[config.mk]
export PLATFORM = sky130hd
export DESIGN_NAME = logic_unit_arbiter
export DESIGN_NICKNAME = d
export VERILOG_FILES = /design/src/rtl/logic_unit_arbiter.sv
export SDC_FILE = /design/constraint.sdc
export NUM_CORES = 1
export LEC_CHECK = 0
export BUFFER_PORTS_ARGS = -buffer_cell sky130_fd_sc_hd__buf_2
export CAP_MARGIN = 20
export CORE_MARGIN = 2
export CORE_UTILIZATION = 45
export DETAILED_ROUTE_END_ITERATION = 8
export GPL_ROUTABILITY_DRIVEN = 0
export GPL_TIMING_DRIVEN = 1
export MAX_ROUTING_LAYER = met4
export PLACE_DENSITY = 0.79
export SLEW_MARGIN = 0
export SYNTH_ARGS = -nofsm -noshare
export SYNTH_HDL_FRONTEND = slang
export SYNTH_SLANG_ARGS = --single-unit
[constraint.sdc]
create_clock -name clock -period 2.3 [get_ports clock]
set_input_delay 0.23 -clock clock [delete_from_list [all_inputs] [get_ports clock]]
set_output_delay 0.23 -clock clock [all_outputs]
set_load 0.01 [all_outputs]
[src/rtl/logic_unit_arbiter.sv]
// logic_unit_arbiter
// Shares one WIDTH-bit bitwise logic unit (AND / OR / XOR / ANDN) between two
// requesters. A round-robin arbiter picks one request per cycle, and a
// single-entry result register returns the result one cycle later, tagged
// with the requester id.
//
// Ports:
//   clock, reset                 rising-edge clock, synchronous active-high reset
//   req0_valid/ready/op/a/b      requester 0 valid/ready handshake and payload
//   req1_valid/ready/op/a/b      requester 1 valid/ready handshake and payload
//   rsp_valid/ready/id/data      registered response channel
//
// op encoding: 00 AND, 01 OR, 10 XOR, 11 ANDN (a & ~b).
module logic_unit_arbiter #(
    parameter int WIDTH = 32
) (
    input  logic             clock,
    input  logic             reset,
    input  logic             req0_valid,
    output logic             req0_ready,
    input  logic [1:0]       req0_op,
    input  logic [WIDTH-1:0] req0_a,
    input  logic [WIDTH-1:0] req0_b,
    input  logic             req1_valid,
    output logic             req1_ready,
    input  logic [1:0]       req1_op,
    input  logic [WIDTH-1:0] req1_a,
    input  logic [WIDTH-1:0] req1_b,
    output logic             rsp_valid,
    input  logic             rsp_ready,
    output logic             rsp_id,
    output logic [WIDTH-1:0] rsp_data
);

    typedef enum logic [0:0] {
        ST_EMPTY = 1'b0,
        ST_FULL  = 1'b1
    } buf_state_t;

    buf_state_t       state_r;
    buf_state_t       state_next_s;
    logic             last_grant_r;
    logic             rsp_id_r;
    logic [WIDTH-1:0] rsp_data_r;

    logic             slot_free_s;
    logic             grant_valid_s;
    logic             grant_id_s;
    logic             accept_s;
    logic [1:0]       sel_op_s;
    logic [WIDTH-1:0] sel_a_s;
    logic [WIDTH-1:0] sel_b_s;

    // Shared bitwise logic unit.
    function automatic logic [WIDTH-1:0] apply_op(
        input logic [1:0]       op,
        input logic [WIDTH-1:0] a,
        input logic [WIDTH-1:0] b
    );
        logic [WIDTH-1:0] res;
        case (op)
            2'b00:   res = a & b;
            2'b01:   res = a | b;
            2'b10:   res = a ^ b;
            2'b11:   res = a & ~b;
            default: res = {WIDTH{1'b0}};
        endcase
        return res;
    endfunction

    // Slot is free when the buffer is empty or its result drains this cycle.
    always_comb begin
        slot_free_s = 1'b0;
        case (state_r)
            ST_EMPTY: slot_free_s = 1'b1;
            ST_FULL:  slot_free_s = rsp_ready;
            default:  slot_free_s = 1'b0;
        endcase
    end

    // Round-robin grant; on contention the requester not served last wins.
    always_comb begin
        grant_valid_s = 1'b0;
        grant_id_s    = 1'b0;
        if (slot_free_s) begin
            if (req0_valid && req1_valid) begin
                grant_valid_s = 1'b1;
                grant_id_s    = ~last_grant_r;
            end else if (req0_valid) begin
                grant_valid_s = 1'b1;
                grant_id_s    = 1'b0;
            end else if (req1_valid) begin
                grant_valid_s = 1'b1;
                grant_id_s    = 1'b1;
            end else begin
                grant_valid_s = 1'b0;
                grant_id_s    = 1'b0;
            end
        end else begin
            grant_valid_s = 1'b0;
            grant_id_s    = 1'b0;
        end
    end

    // A grant is an accept (grant implies valid); nothing is accepted in reset.
    always_comb begin
        accept_s = grant_valid_s & ~reset;
        if (grant_id_s) begin
            sel_op_s = req1_op;
            sel_a_s  = req1_a;
            sel_b_s  = req1_b;
        end else begin
            sel_op_s = req0_op;
            sel_a_s  = req0_a;
            sel_b_s  = req0_b;
        end
    end

    // Buffer next-state: refill wins over drain so back-to-back ops stay FULL.
    always_comb begin
        state_next_s = state_r;
        case (state_r)
            ST_EMPTY: begin
                if (accept_s) begin
                    state_next_s = ST_FULL;
                end else begin
                    state_next_s = ST_EMPTY;
                end
            end
            ST_FULL: begin
                if (accept_s) begin
                    state_next_s = ST_FULL;
                end else if (rsp_ready) begin
                    state_next_s = ST_EMPTY;
                end else begin
                    state_next_s = ST_FULL;
                end
            end
            default: state_next_s = ST_EMPTY;
        endcase
    end

    // Buffer state register.
    always_ff @(posedge clock) begin
        if (reset) begin
            state_r <= ST_EMPTY;
        end else begin
            state_r <= state_next_s;
        end
    end

    // Result, id and round-robin pointer; they change only on an accept.
    always_ff @(posedge clock) begin
        if (reset) begin
            rsp_data_r   <= {WIDTH{1'b0}};
            rsp_id_r     <= 1'b0;
            last_grant_r <= 1'b1;
        end else if (accept_s) begin
            rsp_data_r   <= apply_op(sel_op_s, sel_a_s, sel_b_s);
            rsp_id_r     <= grant_id_s;
            last_grant_r <= grant_id_s;
        end else begin
            rsp_data_r   <= rsp_data_r;
            rsp_id_r     <= rsp_id_r;
            last_grant_r <= last_grant_r;
        end
    end

    // Output decode: response fields come straight from registers.
    always_comb begin
        rsp_valid  = (state_r == ST_FULL);
        rsp_id     = rsp_id_r;
        rsp_data   = rsp_data_r;
        req0_ready = grant_valid_s & (grant_id_s == 1'b0) & ~reset;
        req1_ready = grant_valid_s & (grant_id_s == 1'b1) & ~reset;
    end

endmodule

==> out/metrics.csv <==
metric,value,unit
status,completed,
I/O Buffers,172,
vias in the first global route,4537,
"most common cell after layout, fill and taps aside",buf_2,
top-area cell type share of the netlist area,16.9,%
Final WS setup,61.3,ps
Setup crit end kind,flip-flop,
largest area contributor in the netlist,dfxtp_1,
fmax,0.447,GHz
final-report setup violation count,0,
Yosys cell types,35,
Die X,100,µm
CTS Sinks,35,
vias,4851,
Synthesized Nets,728,
post-DR vias/cell,5.89,
drt initial violations,218,
Post-synth ARST share,0,%
most frequent cells in the layout,"buf_2, inv_1, nor2_1",
Mapped Cells,556,
first-pass GRT wire length,20.8,mm
WL/cell,16.5,µm
Leak Pwr,2.61,nW
sequential area share after synthesis,16.9,%
Pre-Repair DR Iteration Count,5,
Die Ht,100,µm
unrepaired setup endpoints after global routing,true,
dpl cells,813,
CTS tree,done,
fin nets,882,
post-placement setup slack,-73.1,ps
max_slew headroom,63.8,%
num ports,173,
Hold Fails Final Rpt,0,
CTS Buf Count,5,
Initial Util,45.7,%
Tcrit/Tclk final,97.3,%
initial antenna violation count,1,
die area,10000,µm²
DRT Wirelength,13.6,mm
Core Area,9060,µm²
Yosys warnings,0,
cell row count,35,
Slew @ Worst Pin,541,ps
Mapped Avg Cell Area,7.46,µm²
power density of the placed cells,491,nW/µm²
grt ovf,0,
"top cells by area, synth","dfxtp_1, ha_1, inv_1",
"non-filler cells, final",823,
Critical Path RT,2460,ps
cell area after placement,5160,µm²
share of cells above drive strength 1,33.5,%
# fillers,805,
Min Hold Slack,314,ps
"Critical Path, Cell by Cell","a21boi_4, nand2_4, mux2i_4, inv_1, ha_4, clkbuf_16, or3_1, a41oi_1, a21oi_1",
Worst Path Max Fanout,22,
crit path launch type,flip-flop,
critical path type,reg -> reg,
hpwl dp,9.75,mm
Final Skew,6.14,ps
overall power,2.65,mW
Max Slew Vio Count,0,
final instance area,5410,µm²
Clock Root Buffer,clkbuf_8,
CP max-delay cell,or3_1,
GRT Overall Usage,26.2,%
Post-synth top flop,dfxtp_1,
clk_lat worst skew,290,ps
"flops & latches, synth",35,
Hold Crit Class,in -> reg,
H-tree levels,2,
Final ANT Viol Nets,0,
Worst-path clk slew,80,ps
largest net degree at the start of global routing,45,
clk buf depth,2,
Max-Cap Viols,0,
setup TNS,0,ps
number of synthesized flops with an enable pin,0,
synthesized cell area,4150,µm²
"slowest stage delay, CP",370,ps
drt drc,0,
Worst EP arrival,2400,ps
VDD IR max,0.250,mV
Syn-to-layout area delta,30.5,%
post-route core utilization,59.7,%
minimum clock period,2240,ps
[report_power, final]
group	internal (mW)	leakage, nW	switching, mW
logic	0.592	2.25	0.706
registers	0.694	0.292	0.0490
clock network	0.352	0.0612	0.261
[sequential cells by signal (all words and copies together), names as in the netlist]
register	cells
rsp_id	1
rsp_valid	1
rsp_data	32
last_grant_r	1
[layer usage]
metal	vias up	global-route usage, %	part of all wire, %
met5	-	-	0
met4	0	9.69	1.9
met3	20	5.01	8.1
met2	249	43.0	46
met1	2248	32.1	44
li1	2334	-	-
[kinds of logic (layout without fill, tap and decap cells)]
family / Yosys count / after routing / share of synthesized area [%]
AO/OA/AOI/OAI: 174 / 174 / 30.6
adder cells (fa/ha/maj): 35 / 35 / 10.6
buffers and inverters: 113 / 268 / 11.4
flip-flops: 35 / 35 / 16.9
multiplexers: 33 / 33 / 8.60
other: 0 / 1 / 0
AND/OR/NAND/NOR: 166 / 166 / 21.9
[critical path, delay by kind of cell (launching register included)]
kind	cells	cell delay, ps
simple gates	2	490
fa+ha+maj	1	210
compound gates	3	530
mux	1	210
buf+inv	2	320
flops	1	350
[Yosys cell counts, types with 2 or more instances]
library cell   n
a21boi_1      21
a21oi_1       34
a221oi_1      11
a22oi_1       21
a32o_1        11
a41oi_1       13
a41oi_2        8
and2_1         2
and3_1        17
and3_4         4
buf_1          2
buf_2         11
buf_4          5
buf_6          2
clkbuf_1      26
dfxtp_1       35
ha_1          35
inv_1         67
mux2_1        14
mux2_2         7
mux2i_1       12
nand2_1        3
nand2b_1      21
nand3_1       33
nand3b_1      11
nor2_1        48
nor2b_1        2
o21ai_0       42
o311ai_1      11
or3_1         22
[timing repair]
| item | in CTS | in global routing |
|---|---|---|
| pin swaps | 0 | 1 |
| gates cloned | 0 | 1 |
| gates resized for setup | 4 | 17 |
| setup buffers | 0 | 1 |
| endpoints found under the setup margin | 10 | 20 |
| hold buffers | 0 | 0 |
[path summary, 6_finish.rpt]
kind,startpoint,to,slack [ps],cells past startpoint
max reg2reg,last_grant_r,rsp_data[5],60,9
max,last_grant_r,rsp_data[5],60,9
min,req1_valid,rsp_valid,310,3
min reg2reg,rsp_id,rsp_id,460,1
[area by class of cell]
class	instances	area [µm²]	share of cell area [%]
multi-input cells	408	3070	56.8
repair buffers	193	1130	20.8
flip-flops and latches	35	702	13.0
inverters	67	251	4.65
well taps	111	139	2.57
clock buffers	6	82.6	1.53
clock inverters	2	35.0	0.648
diodes	1	2.50	0.0463
Power figures use the tool's default switching activity.
